[config.mk]
export PLATFORM = sky130hd
export DESIGN_NAME = axis_forwarder_flat
export DESIGN_NICKNAME = d
export VERILOG_FILES = /design/src/rtl/axis_forwarder_if.sv /design/src/rtl/axis_forwarder.sv /design/src/flat_wrapper.sv
export SDC_FILE = /design/constraint.sdc
export NUM_CORES = 1
export LEC_CHECK = 0
export BUFFER_PORTS_ARGS = -buffer_cell sky130_fd_sc_hd__buf_2
export CORE_ASPECT_RATIO = 0.8
export CORE_MARGIN = 5
export CORE_UTILIZATION = 50
export CTS_BUF_LIST = sky130_fd_sc_hd__clkbuf_4 sky130_fd_sc_hd__clkbuf_8 sky130_fd_sc_hd__clkbuf_16
export CTS_CLUSTER_DIAMETER = 50
export CTS_CLUSTER_SIZE = 12
export DETAILED_ROUTE_END_ITERATION = 7
export PLACE_DENSITY = 0.83
export SETUP_SLACK_MARGIN = 0.5
export SKIP_LAST_GASP = 1
export SYNTH_ARGS = -nofsm -noshare
export SYNTH_HDL_FRONTEND = slang
export SYNTH_SLANG_ARGS = --single-unit
[constraint.sdc]
create_clock -name axi_aclk -period 6.1 [get_ports axi_aclk]
set_input_delay 0.61 -clock axi_aclk [delete_from_list [all_inputs] [get_ports axi_aclk]]
set_output_delay 0.61 -clock axi_aclk [all_outputs]
set_load 0.02 [all_outputs]
[src/rtl/axis_forwarder_if.sv]
// AXI-Stream egress bundle used by axis_forwarder.
//   master : tdata/tvalid/tlast out, tready in  (the forwarder side)
//   slave  : the egress fabric side
interface axis_forwarder_if #(
  parameter int DATA_WIDTH = 64
);
  logic [DATA_WIDTH-1:0] tdata;
  logic                  tvalid;
  logic                  tready;
  logic                  tlast;

  modport master (output tdata, output tvalid, output tlast, input tready);
  modport slave  (input tdata, input tvalid, input tlast, output tready);
endinterface

[src/rtl/axis_forwarder.sv]
// axis_forwarder: reader-side master of the packet filter forwarder port.
// When the filter bank raises ready_for_forwarder, the latched length is
// drained word by word over the forwarder read port (1-cycle read latency)
// through a 2-entry skid FIFO onto an AXI-Stream master, then the buffer is
// released with a one-cycle forwarder_done pulse followed by a 2-cycle hold.
//
// Ports
//   axi_aclk, resetn        clock, asynchronous active-low reset
//   ready_for_forwarder     bank has an accepted packet
//   len_to_forwarder        packet length in words (saturated to 2^W)
//   forwarder_rd_addr/en    word read request
//   forwarder_rd_data       read data, valid the cycle after rd_en
//   forwarder_done          buffer release pulse
//   m_axis                  AXI-Stream master (axis_forwarder_if.master)
//   pkt_count, empty_count  only with FWD_PKT_COUNT_EN defined
//
// Optional feature macro: FWD_PKT_COUNT_EN (packet / empty-packet counters).
// PLEN_WIDTH must equal SNOOP_FWD_ADDR_WIDTH+1.
// resetn is expected to be released synchronously to axi_aclk upstream.
module axis_forwarder #(
  parameter int SNOOP_FWD_ADDR_WIDTH = 9,
  parameter int DATA_WIDTH           = 64,
  parameter int PLEN_WIDTH           = 10
) (
  input  logic                            axi_aclk,
  input  logic                            resetn,
  input  logic                            ready_for_forwarder,
  input  logic [PLEN_WIDTH-1:0]           len_to_forwarder,
  output logic [SNOOP_FWD_ADDR_WIDTH-1:0] forwarder_rd_addr,
  output logic                            forwarder_rd_en,
  input  logic [DATA_WIDTH-1:0]           forwarder_rd_data,
  output logic                            forwarder_done,
  axis_forwarder_if.master                m_axis
`ifdef FWD_PKT_COUNT_EN
  ,
  output logic [31:0]                     pkt_count,
  output logic [31:0]                     empty_count
`endif
);

  localparam logic [PLEN_WIDTH-1:0] ONE     = {{(PLEN_WIDTH-1){1'b0}}, 1'b1};
  localparam logic [PLEN_WIDTH-1:0] MAX_LEN = ONE << SNOOP_FWD_ADDR_WIDTH;

  typedef enum logic [1:0] {S_IDLE, S_STREAM, S_DONE, S_HOLD} state_e;

  state_e                state_q, state_d;
  logic [PLEN_WIDTH-1:0] len_q, len_d;
  logic [PLEN_WIDTH-1:0] rd_ptr_q, rd_ptr_d;
  logic [PLEN_WIDTH-1:0] beat_q, beat_d;
  logic                  hold_q, hold_d;

  // Skid FIFO: two entries, 1-bit pointers, 2-bit occupancy.
  logic [1:0][DATA_WIDTH-1:0] fifo_q;
  logic                       wr_q, rd_q;
  logic [1:0]                 cnt_q;
  logic                       infl_q;   // read issued last cycle, data arrives now

  logic                  tvalid, pop, tlast, rd_en;
  logic [1:0]            occ;
  logic [PLEN_WIDTH-1:0] len_sat;

  assign tvalid  = (cnt_q != 2'd0);
  assign pop     = tvalid & m_axis.tready;
  assign tlast   = tvalid & (beat_q == len_q - ONE);
  assign len_sat = (len_to_forwarder > MAX_LEN) ? MAX_LEN : len_to_forwarder;

  // Occupancy counts the word leaving this cycle as already gone; otherwise
  // the two-slot budget would stall every other cycle and tready=1 could not
  // sustain one beat per clock. Buffered + in flight still never exceeds 2.
  assign occ   = cnt_q + {1'b0, infl_q} - {1'b0, pop};
  assign rd_en = (state_q == S_STREAM) && (occ < 2'd2) && (rd_ptr_q < len_q);

  assign forwarder_rd_en   = rd_en;
  assign forwarder_rd_addr = rd_ptr_q[SNOOP_FWD_ADDR_WIDTH-1:0];
  assign forwarder_done    = (state_q == S_DONE);
  assign m_axis.tdata      = fifo_q[rd_q];
  assign m_axis.tvalid     = tvalid;
  assign m_axis.tlast      = tlast;

  always_comb begin
    state_d  = state_q;
    len_d    = len_q;
    rd_ptr_d = rd_ptr_q;
    beat_d   = beat_q;
    hold_d   = hold_q;
    unique case (state_q)
      S_IDLE: begin
        if (ready_for_forwarder) begin
          len_d    = len_sat;
          rd_ptr_d = '0;
          beat_d   = '0;
          state_d  = (len_sat == '0) ? S_DONE : S_STREAM;
        end
      end
      S_STREAM: begin
        if (rd_en) rd_ptr_d = rd_ptr_q + ONE;
        if (pop)   beat_d   = beat_q + ONE;
        if (pop && tlast) state_d = S_DONE;
      end
      S_DONE: begin
        hold_d  = 1'b0;
        state_d = S_HOLD;
      end
      S_HOLD: begin
        // Two cycles deaf to ready so the bank's arbiter can reselect.
        if (hold_q) state_d = S_IDLE;
        else        hold_d  = 1'b1;
      end
      default: state_d = S_IDLE;
    endcase
  end

  always_ff @(posedge axi_aclk or negedge resetn) begin
    if (!resetn) begin
      state_q  <= S_IDLE;
      len_q    <= '0;
      rd_ptr_q <= '0;
      beat_q   <= '0;
      hold_q   <= 1'b0;
    end else begin
      state_q  <= state_d;
      len_q    <= len_d;
      rd_ptr_q <= rd_ptr_d;
      beat_q   <= beat_d;
      hold_q   <= hold_d;
    end
  end

  always_ff @(posedge axi_aclk or negedge resetn) begin
    if (!resetn) begin
      fifo_q <= '0;
      wr_q   <= 1'b0;
      rd_q   <= 1'b0;
      cnt_q  <= 2'd0;
      infl_q <= 1'b0;
    end else begin
      infl_q <= rd_en;
      if (infl_q) begin
        fifo_q[wr_q] <= forwarder_rd_data;
        wr_q         <= ~wr_q;
      end
      if (pop) rd_q <= ~rd_q;
      cnt_q <= cnt_q + {1'b0, infl_q} - {1'b0, pop};
    end
  end

`ifdef FWD_PKT_COUNT_EN
  logic [31:0] pkt_count_q, empty_count_q;

  always_ff @(posedge axi_aclk or negedge resetn) begin
    if (!resetn) begin
      pkt_count_q   <= '0;
      empty_count_q <= '0;
    end else begin
      if (pop && tlast) pkt_count_q <= pkt_count_q + 32'd1;
      if ((state_q == S_IDLE) && ready_for_forwarder && (len_sat == '0))
        empty_count_q <= empty_count_q + 32'd1;
    end
  end

  assign pkt_count   = pkt_count_q;
  assign empty_count = empty_count_q;
`endif

endmodule

[src/flat_wrapper.sv]
// flat-port wrapper written by rule: the top's interface ports become plain ports
module axis_forwarder_flat 
#(
  parameter int SNOOP_FWD_ADDR_WIDTH = 9,
  parameter int DATA_WIDTH           = 64,
  parameter int PLEN_WIDTH           = 10
)
  (axi_aclk, resetn, ready_for_forwarder, len_to_forwarder, forwarder_rd_addr, forwarder_rd_en, forwarder_rd_data, forwarder_done, m_axis_tdata, m_axis_tvalid, m_axis_tlast, m_axis_tready);
  axis_forwarder_if #(.DATA_WIDTH(DATA_WIDTH)) m_axis_i ();
  input  logic axi_aclk;
  input  logic resetn;
  input  logic ready_for_forwarder;
  input  logic [PLEN_WIDTH-1:0] len_to_forwarder;
  output logic [SNOOP_FWD_ADDR_WIDTH-1:0] forwarder_rd_addr;
  output logic forwarder_rd_en;
  input  logic [DATA_WIDTH-1:0] forwarder_rd_data;
  output logic forwarder_done;
  output wire logic [$bits(m_axis_i.tdata)-1:0] m_axis_tdata;
  output wire logic [$bits(m_axis_i.tvalid)-1:0] m_axis_tvalid;
  output wire logic [$bits(m_axis_i.tlast)-1:0] m_axis_tlast;
  input wire logic [$bits(m_axis_i.tready)-1:0] m_axis_tready;
  assign m_axis_tdata = m_axis_i.tdata;
  assign m_axis_tvalid = m_axis_i.tvalid;
  assign m_axis_tlast = m_axis_i.tlast;
  assign m_axis_i.tready = m_axis_tready;
  axis_forwarder #(.SNOOP_FWD_ADDR_WIDTH(SNOOP_FWD_ADDR_WIDTH), .DATA_WIDTH(DATA_WIDTH), .PLEN_WIDTH(PLEN_WIDTH)) u_core (.axi_aclk(axi_aclk), .resetn(resetn), .ready_for_forwarder(ready_for_forwarder), .len_to_forwarder(len_to_forwarder), .forwarder_rd_addr(forwarder_rd_addr), .forwarder_rd_en(forwarder_rd_en), .forwarder_rd_data(forwarder_rd_data), .forwarder_done(forwarder_done), .m_axis(m_axis_i));
endmodule
==> results.cfg, run 1 <==
[global_routing]
grt_max_degree = 108
gr-total-overflow = 0
grt_pass1_wl_mm = 29.59
grt_pass1_vias = 5726
groute.usage.overall_pct = 18.79
antenna_found_initial = 0

[synth]
synth_nets = 736
synth_seq_cells = 166
yosysSeqAreaShare_pct = 50.88
synth.distinct_cells = 52
synth_edf_count = 0
syn_area_sq_mm = 0.008164
syn_avg_cell_area_sq_um = 12.76
synth-async-reset-ratio_pct = 100.0
yosys_warnings = 0
synthFlopType = dfrtp_1
synthCells = 640

[die]
die_h_um = 124.3
die_w_um = 152.9
boundaryPins = 155
num_rows = 41
coreArea_sq_mm = 0.01590
dieArea_sq_mm = 0.01900
start_util_pct = 51.34

[cells_and_area]
multi_input_area_sq_mm = 0.003731
drive_gt1_share_pct = 50.63
layout.nets = 873
stdcell_count = 1005
register_area_sq_mm = 0.004155
nFillCells = 1257
synthToLayoutAreaGrowth_pct = 18.08
diodes = 0

[sta]
layout_setup_ws_ns = 2.357
tightest_slew_ns = 0.9418
finClkSkew_ns = 0.009329
hold_viol = 0
finalSetupViolCount = 0
finalMaxSlewViolations = 0
period_needed_ns = 3.743
slew-limit-headroom_pct = 37.21
rsz0062_at_grt = no
period_share_pct = 61.36
tns_ns = 0
fmax_mhz = 267.2

[cts]
cts_resized = 0
htreeDepth = 4
cts_hold_buf = 0
cts_tree = built
post-cts-setup-buffer-count = 0
cts.clk_slew.worst_paths_ns = 0.07
cts_root_buffer = clkbuf_16
cts_made_buffers = 17
clk_latency_ns = 0.42
clockBufferDepth = 2
clock_sinks = 166

[critical_path]
path_cells = or2_2, nand2_1, inv_1, ha_1, inv_1, ha_1, xnor2_1, xnor2_1, a2111oi_4, o21ai_2, clkinv_2, buf_2
timing.rr.start = u_core.cnt_q[1]
critical_path.top_delay_family = buffers and inverters
r2r_slack_ns = 3.03
r2r.worst_path.cells = 13
crit_path_max_fanout = 14
timing.critical_path.to = forwarder_rd_en
slowest_stage = dfrtp_1
reg2reg_to = u_core.rd_ptr_q[1]
cp.depth = 12
cp-startpoint = u_core.cnt_q[1]
max_stage_delay_ns = 0.40
arrival_ns = 3.13
cp-end-kind = output pin
worstSetupPathType = flop to output pin
cp-start-kind = flop
crit_buf_inv = 4
required_ns = 5.49

[route]
drtAntennaViolNets = 0
drt-total-wl_mm = 17.18
vias = 5502
drc = 0
drt_iter0_drc = 373
firstDrtPassIters = 5
vias_per_cell = 5.475
wl_per_cell_um = 17.09

[power]
power_density_mw_per_mm2 = 577.6
ir_drop_mv = 0.4855
cellLeakagePower_nw = 4.447

[place]
dp.cells = 973
dp_slack_ns = 2.820
portBuffers = 154
gp_congestion = 0.8572
dpl.hpwl_mm = 11.88

[min_path]
min_path_type = input pin to asynchronous set/reset pin

[status]
status = complete, no violations

[job]
drv_cap = 0
-- worst min path at each step --
stage	depth (start not counted)	to
detailed placement	1	u_core.fifo_q[116]
floorplan	0	u_core.beat_q[0]
finish	1	u_core.fifo_q[116]
CTS	1	u_core.fifo_q[116]
global route	1	u_core.fifo_q[52]
global placement	1	u_core.fifo_q[74]
-- through the flow --
stage	hold slack, ns	util [%]	instance area, sq um	power, mW
CTS	0.3272	60.62	9641	5.612
global route	0.3453	60.62	9641	5.945
global placement	0.4812	56.88	9046	4.445
finish	0.2780	60.62	9641	5.569
detailed placement	0.4869	56.88	9046	4.515
floorplan	0.3144	-	8164	3.819
-- cells in the final DEF (no fill, tap or decap), types with 14 or more instances in the layout --
cell         n
buf_2      153
clkbuf_16   17
dfrtp_1    165
ha_1        18
inv_1       21
mux2_2     193
nand2_1     23
nor2_1      16
o21ai_0     19
xor2_1      14
-- Yosys cell counts, types with 3 or more instances --
cell type	instances	area share, %
nand3_1	10	0.61
a211o_1	3	0.32
buf_2	5	0.31
xor2_1	14	1.5
mux2_2	193	27
nand4_1	5	0.38
nand2_1	24	1.1
and3_1	12	0.92
o211ai_1	3	0.28
a221o_1	3	0.37
nand2b_1	13	1.0
dfrtp_1	166	51
nor2_1	16	0.74
mux2i_1	3	0.37
xnor2_1	8	0.86
ha_1	18	2.8
nor3b_1	3	0.28
buf_4	9	0.83
clkbuf_1	24	1.1
nor3_1	7	0.43
a2111o_1	3	0.41
a211oi_1	3	0.28
a22o_1	3	0.32
inv_1	21	0.97
a21oi_1	13	0.80
o21ai_0	19	1.2
-- state kept, by name, summed over array words and instances, names as in the netlist --
register,cells
u_core.rd_q,1
u_core.beat_q,10
u_core.hold_q,1
u_core.state_q,2
u_core.len_q,10
u_core.fifo_q,128
u_core.infl_q,1
u_core.rd_ptr_q,10
u_core.wr_q,1
u_core.cnt_q,2
-- worst register-to-register path, stage by stage (launching register included) --
cell and delay, ns:
dfrtp_1 0.40, or2_2 0.31, nand2_1 0.15, inv_1 0.12
ha_1 0.29, inv_1 0.04, ha_1 0.18, xnor2_1 0.13
xnor2_1 0.30, a2111oi_4 0.06, o21ai_2 0.26, clkinv_2 0.26
o21ai_2 0.31, a221o_1 0.20
-- logic make-up (layout without fill, tap and decap cells) --
kind of cell,Yosys count,count (layout),synth area share [%]
xor gates and xnor gates,22,22,2.360
AOI/OAI and AO/OA,70,70,6.268
adders and majority gates,18,18,2.759
and+or+nand+nor,106,106,7.203
muxes,196,196,26.99
buffers and inverters,62,212,3.540
DFF,166,166,50.88
-- routing by layer --
| metal | wire length, um | vias up | track usage [%] |
|---|---|---|---|
| met1 | 8174 | 2737 | 27.27 |
| met2 | 7624 | 174 | 27.33 |
| li1 | - | 2564 | - |
| met3 | 1091 | 27 | 5.419 |
| met4 | 286 | 0 | 5.762 |
| met5 | 0 | - | 0 |
-- final cells by class --
class,instances,share of cell area (%)
Multi-Input combinational cell,412,38.70
Clock inverter,15,1.752
Inverter,22,0.8696
Timing Repair Buffer,158,8.371
Clock buffer,17,4.413
Tap cell,215,2.790
Sequential cell,166,43.10
-- power breakdown --
| group | internal [mW] | switching [mW] |
|---|---|---|
| Sequential | 1.61 | 0.316 |
| Combinational | 1.21 | 1.36 |
| Clock | 0.614 | 0.458 |
| Total | 3.43 | 2.14 |
Note: power is estimated with default switching activity, not from simulation.
==> run 2, diff against run 1 <==
- clock period: 6.1 -> 3.5 ns (I/O delays scaled with it)
==> results.cfg, run 2 (synthesis gave the netlist of run 1 again) <==
[critical_path]
path_cells = or2_4, nand2_2, inv_2, ha_4, inv_2, ha_4, xnor2_4, xnor2_2, a2111oi_4, o21ai_4, clkinv_4, buf_6
arrival_ns = 2.58
cp-startpoint = u_core.cnt_q[1]
required_ns = 3.15
crit_path_max_fanout = 2
worstSetupPathType = flop to output pin
timing.rr.start = u_core.cnt_q[1]
slowest_stage = dfrtp_1
cp-end-kind = output pin
max_stage_delay_ns = 0.39
cp-start-kind = flop

[global_routing]
groute.usage.overall_pct = 19.45
grt_pass1_vias = 5802
grt_pass1_wl_mm = 30.25
grt_max_degree = 108
antenna_found_initial = 0
gr-total-overflow = 0

[route]
vias_per_cell = 5.496
drc = 0
vias = 5556
wl_per_cell_um = 17.90
firstDrtPassIters = 6
drtAntennaViolNets = 0
drt_iter0_drc = 475
drt-total-wl_mm = 18.10

[cells_and_area]
largest_register_ff_count = 128
layout_common_cells = 193 x mux2_2, 164 x dfrtp_1, 152 x buf_2, 22 x nand2_1
fin_util_pct = 61.68
final_common_cell = mux2_2
diodes = 0
stdcell_count = 1011
drive_gt1_share_pct = 52.26
layout.nets = 880
regMostFlops = u_core.fifo_q
synthToLayoutAreaGrowth_pct = 20.14

[sta]
period_needed_ns = 2.931
finalMaxSlewViolations = 0
layout_setup_ws_ns = 0.5687
hold_viol = 0
slew-limit-headroom_pct = 34.04
finClkSkew_ns = 0.009875
hold_ws_ns = 0.05805
fmax_mhz = 341.2
period_share_pct = 83.75
finalSetupViolCount = 0
tightest_slew_ns = 0.9894
tns_ns = 0
rsz0062_at_grt = yes

[cts]
clk_latency_ns = 0.42
cts_tree = built
clockBufferDepth = 2
htreeDepth = 4
clock_sinks = 166
cts_made_buffers = 17
cts.clk_slew.worst_paths_ns = 0.07
cts_root_buffer = clkbuf_16
cts_hold_buf = 0

[place]
portBuffers = 154
dp_slack_ns = 0.5028
gp_congestion = 0.8563
dpl.hpwl_mm = 12.07
dp.cells = 973

[die]
num_rows = 41
die_h_um = 124.3
start_util_pct = 51.34
coreArea_sq_mm = 0.01590
die_w_um = 152.9
dieArea_sq_mm = 0.01900
boundaryPins = 155

[power]
ir_drop_mv = 0.5483
power_density_mw_per_mm2 = 1016
cellLeakagePower_nw = 4.502

[job]
drv_cap = 0

[min_path]
min_path_type = input pin to asynchronous set/reset pin

[status]
status = complete, no violations
run 2: cell count changes in the layout (fill, tap and decap cells not counted), sizes merged:
| cell | before | now |
|---|---|---|
| inv | 27 | 28 |
| clkinv | 6 | 4 |
| buf | 158 | 165 |
run 2: worst paths after layout:
path / to / slack (ns) / cells past startpoint
setup / recovery: forwarder_rd_en / 0.57 / 12
hold / removal: u_core.fifo_q[115] / 0.06 / 1
setup reg to reg: u_core.rd_ptr_q[1] / 0.71 / 13
hold reg to reg: u_core.fifo_q[94] / 0.50 / 1
max in group asynchronous: u_core.fifo_q[85] / 2.58 / 2
min in group axi_aclk: u_core.len_q[4] / 0.16 / 2
run 2: stage by stage:
| step | power, mW | instance area [sq um] |
|---|---|---|
| global placement | 7.777 | 9084 |
| detailed placement | 7.908 | 9084 |
| floorplan | 6.655 | 8164 |
| CTS | 10.02 | 9799 |
| global route | 10.58 | 9808 |
| finish | 9.970 | 9808 |
run 2: cell type report:
cell class	instances	area, sq um
clock buffers	17	425.4
clock inverters	14	163.9
fillers	1218	6095
inverters	22	87.58
multi-input cells	412	3802
flip-flops and latches	166	4156
well taps	215	269.0
repair buffers	165	903.4
run 2: critical path, delay by kind of cell, from the launching register on:
family | cells | cell delay (ns)
adder cells (fa/ha/maj) | 2 | 0.43
flip-flops | 1 | 0.39
buffers and inverters | 4 | 0.29
AND/OR/NAND/NOR | 2 | 0.36
XOR/XNOR | 2 | 0.31
AO/OA/AOI/OAI | 2 | 0.40
run 2: power breakdown:
part	switching (mW)	internal [mW]
clock	0.810	1.07
combinational	2.44	2.24
sequential	0.602	2.81
total	3.85	6.12
run 2: repair_timing:
item / in CTS / in global routing
buffers inserted: 7 / 0
endpoints found under the setup margin: 7 / 2
pin swaps: 6 / 1
gates resized for setup: 14 / 3
run 2: layer usage:
metal	wire, um	share of wire, %	track usage, %	vias up
li1	-	-	-	2583
met1	8481	47	27.38	2762
met2	8430	47	30.09	188
met3	929	5.1	4.342	23
met4	255	1.4	6.286	0
met5	0	0	0	-
==> run 3, diff against run 2 <==
- clock period: 3.5 -> 3 ns (I/O delays scaled with it)
==> results.cfg, run 3 (synthesis gave the netlist of run 1 again) <==
[route]
top_layer_used = met4
firstDrtPassIters = 4
met2_length_mm = 8.587
drt-met1-wl_mm = 8.542
vias = 5602
vias_per_cell = 5.439
drc = 0
drt_iter0_drc = 258
drtAntennaViolNets = 0
wl_per_cell_um = 17.79
dr_wl_met3_um = 972
drt-total-wl_mm = 18.32

[power]
ir_drop_mv = 0.6305
power_density_mw_per_mm2 = 1182
cellLeakagePower_nw = 4.623
power.total_mw = 11.94

[critical_path]
arrival_ns = 2.51
worstSetupPathType = flop to output pin
crit_path_max_fanout = 2
cp-start-kind = flop
required_ns = 2.70
cp-end-kind = output pin

[cts]
cts_made_buffers = 17
htreeDepth = 4
clockBufferDepth = 2
clk_latency_ns = 0.42
cts_root_buffer = clkbuf_16
cts.clk_slew.worst_paths_ns = 0.07
clock_sinks = 166
cts_tree = built

[global_routing]
grt_max_degree = 69
grt_pass1_vias = 5782
gr-total-overflow = 0
grt_pass1_wl_mm = 30.28
groute.usage.overall_pct = 19.39
antenna_found_initial = 0

[sta]
layout_setup_ws_ns = 0.1949
period_needed_ns = 2.805
tightest_slew_ns = 0.6381
hold_viol = 0
finalMaxSlewViolations = 0
finClkSkew_ns = 0.009696
tns_ns = 0
fmax_mhz = 356.5
slew-limit-headroom_pct = 57.46
rsz0062_at_grt = yes
finalSetupViolCount = 0
period_share_pct = 93.50

[status]
status = complete, no violations

[die]
dieArea_sq_mm = 0.01900
start_util_pct = 51.34
boundaryPins = 155
die_w_um = 152.9
die_h_um = 124.3
num_rows = 41
coreArea_sq_mm = 0.01590

[place]
dp_slack_ns = 0.1822
dp.cells = 981
portBuffers = 154
dpl.hpwl_mm = 12.27
gp_congestion = 0.8633

[cells_and_area]
regMostFlops = u_core.fifo_q
layout_common_cells = 193 x mux2_2, 159 x dfrtp_1, 151 x buf_2, 22 x nand2_1, 22 x buf_4
synthToLayoutAreaGrowth_pct = 23.74
largest_register_ff_count = 128
final_common_cell = mux2_2
fin_util_pct = 63.52
drive_gt1_share_pct = 54.85
stdcell_count = 1030
layout.nets = 898
diodes = 0

[job]
drv_cap = 0

[min_path]
min_path_type = input pin to flop
## run 3: path summary, 6_finish.rpt
check                                           start                 end  slack (ns)  depth (start not counted)
worst max-delay path                  u_core.cnt_q[1]     forwarder_rd_en        0.19                         12
worst min-delay path            forwarder_rd_data[51]  u_core.fifo_q[115]        0.12                          2
worst max register to register        u_core.cnt_q[1]  u_core.rd_ptr_q[1]        0.21                         14
worst min register to register     u_core.fifo_q[122]  u_core.fifo_q[122]        0.50                          1
max in group asynchronous                      resetn     u_core.len_q[0]        1.83                          3
min in group asynchronous                      resetn   u_core.fifo_q[38]        0.45                          2
## run 3: routing by layer
| metal | global-route usage [%] | up-vias |
|---|---|---|
| li1 | - | 2620 |
| met1 | 27.47 | 2806 |
| met2 | 30.46 | 159 |
| met3 | 4.446 | 17 |
| met4 | 4.767 | 0 |
| met5 | 0 | - |
## run 3: area by class of cell
type                    instances  area [sq um]
fillers                      1225          5801
flip-flops and latches        166          4163
multi-input cells             412          3892
repair buffers                183          1080
clock buffers                  18         432.9
well taps                     215         269.0
clock inverters                14         175.2
inverters                      22         90.09
## run 3: worst max-delay path: stages (launching register included)
cell       delay [ns]
dfrtp_1          0.38
or2_4            0.27
nand2_4          0.07
inv_4            0.04
ha_4             0.25
inv_2            0.04
ha_4             0.17
xnor2_4          0.14
xnor2_2          0.17
a2111oi_4        0.25
o21ai_4          0.13
clkinv_4         0.06
buf_6            0.10
## run 3: stage by stage
stage	hold WS [ns]	area (sq um)
2_1_floorplan	0.004409	8193
3_5_place_dp	0.3427	9198
3_3_place_gp	0.3434	9198
4_1_cts	0.1025	10030
5_1_grt	0.1068	10100
6_report	0.1198	10100
## run 3: where the power goes
group          switching [mW]  leakage [nW]  internal [mW]
logic                    2.99          2.33           2.78
clock network           0.967         0.296           1.28
registers               0.646          2.00           3.28
total                    4.60          4.62           7.34
## run 3: timing repair
action	CTS	global route
setup endpoints to repair	12	15
gates resized for setup	22	13
pin swaps	9	10
setup buffers	13	3
hold endpoints to repair	66	0
hold buffers	1	0
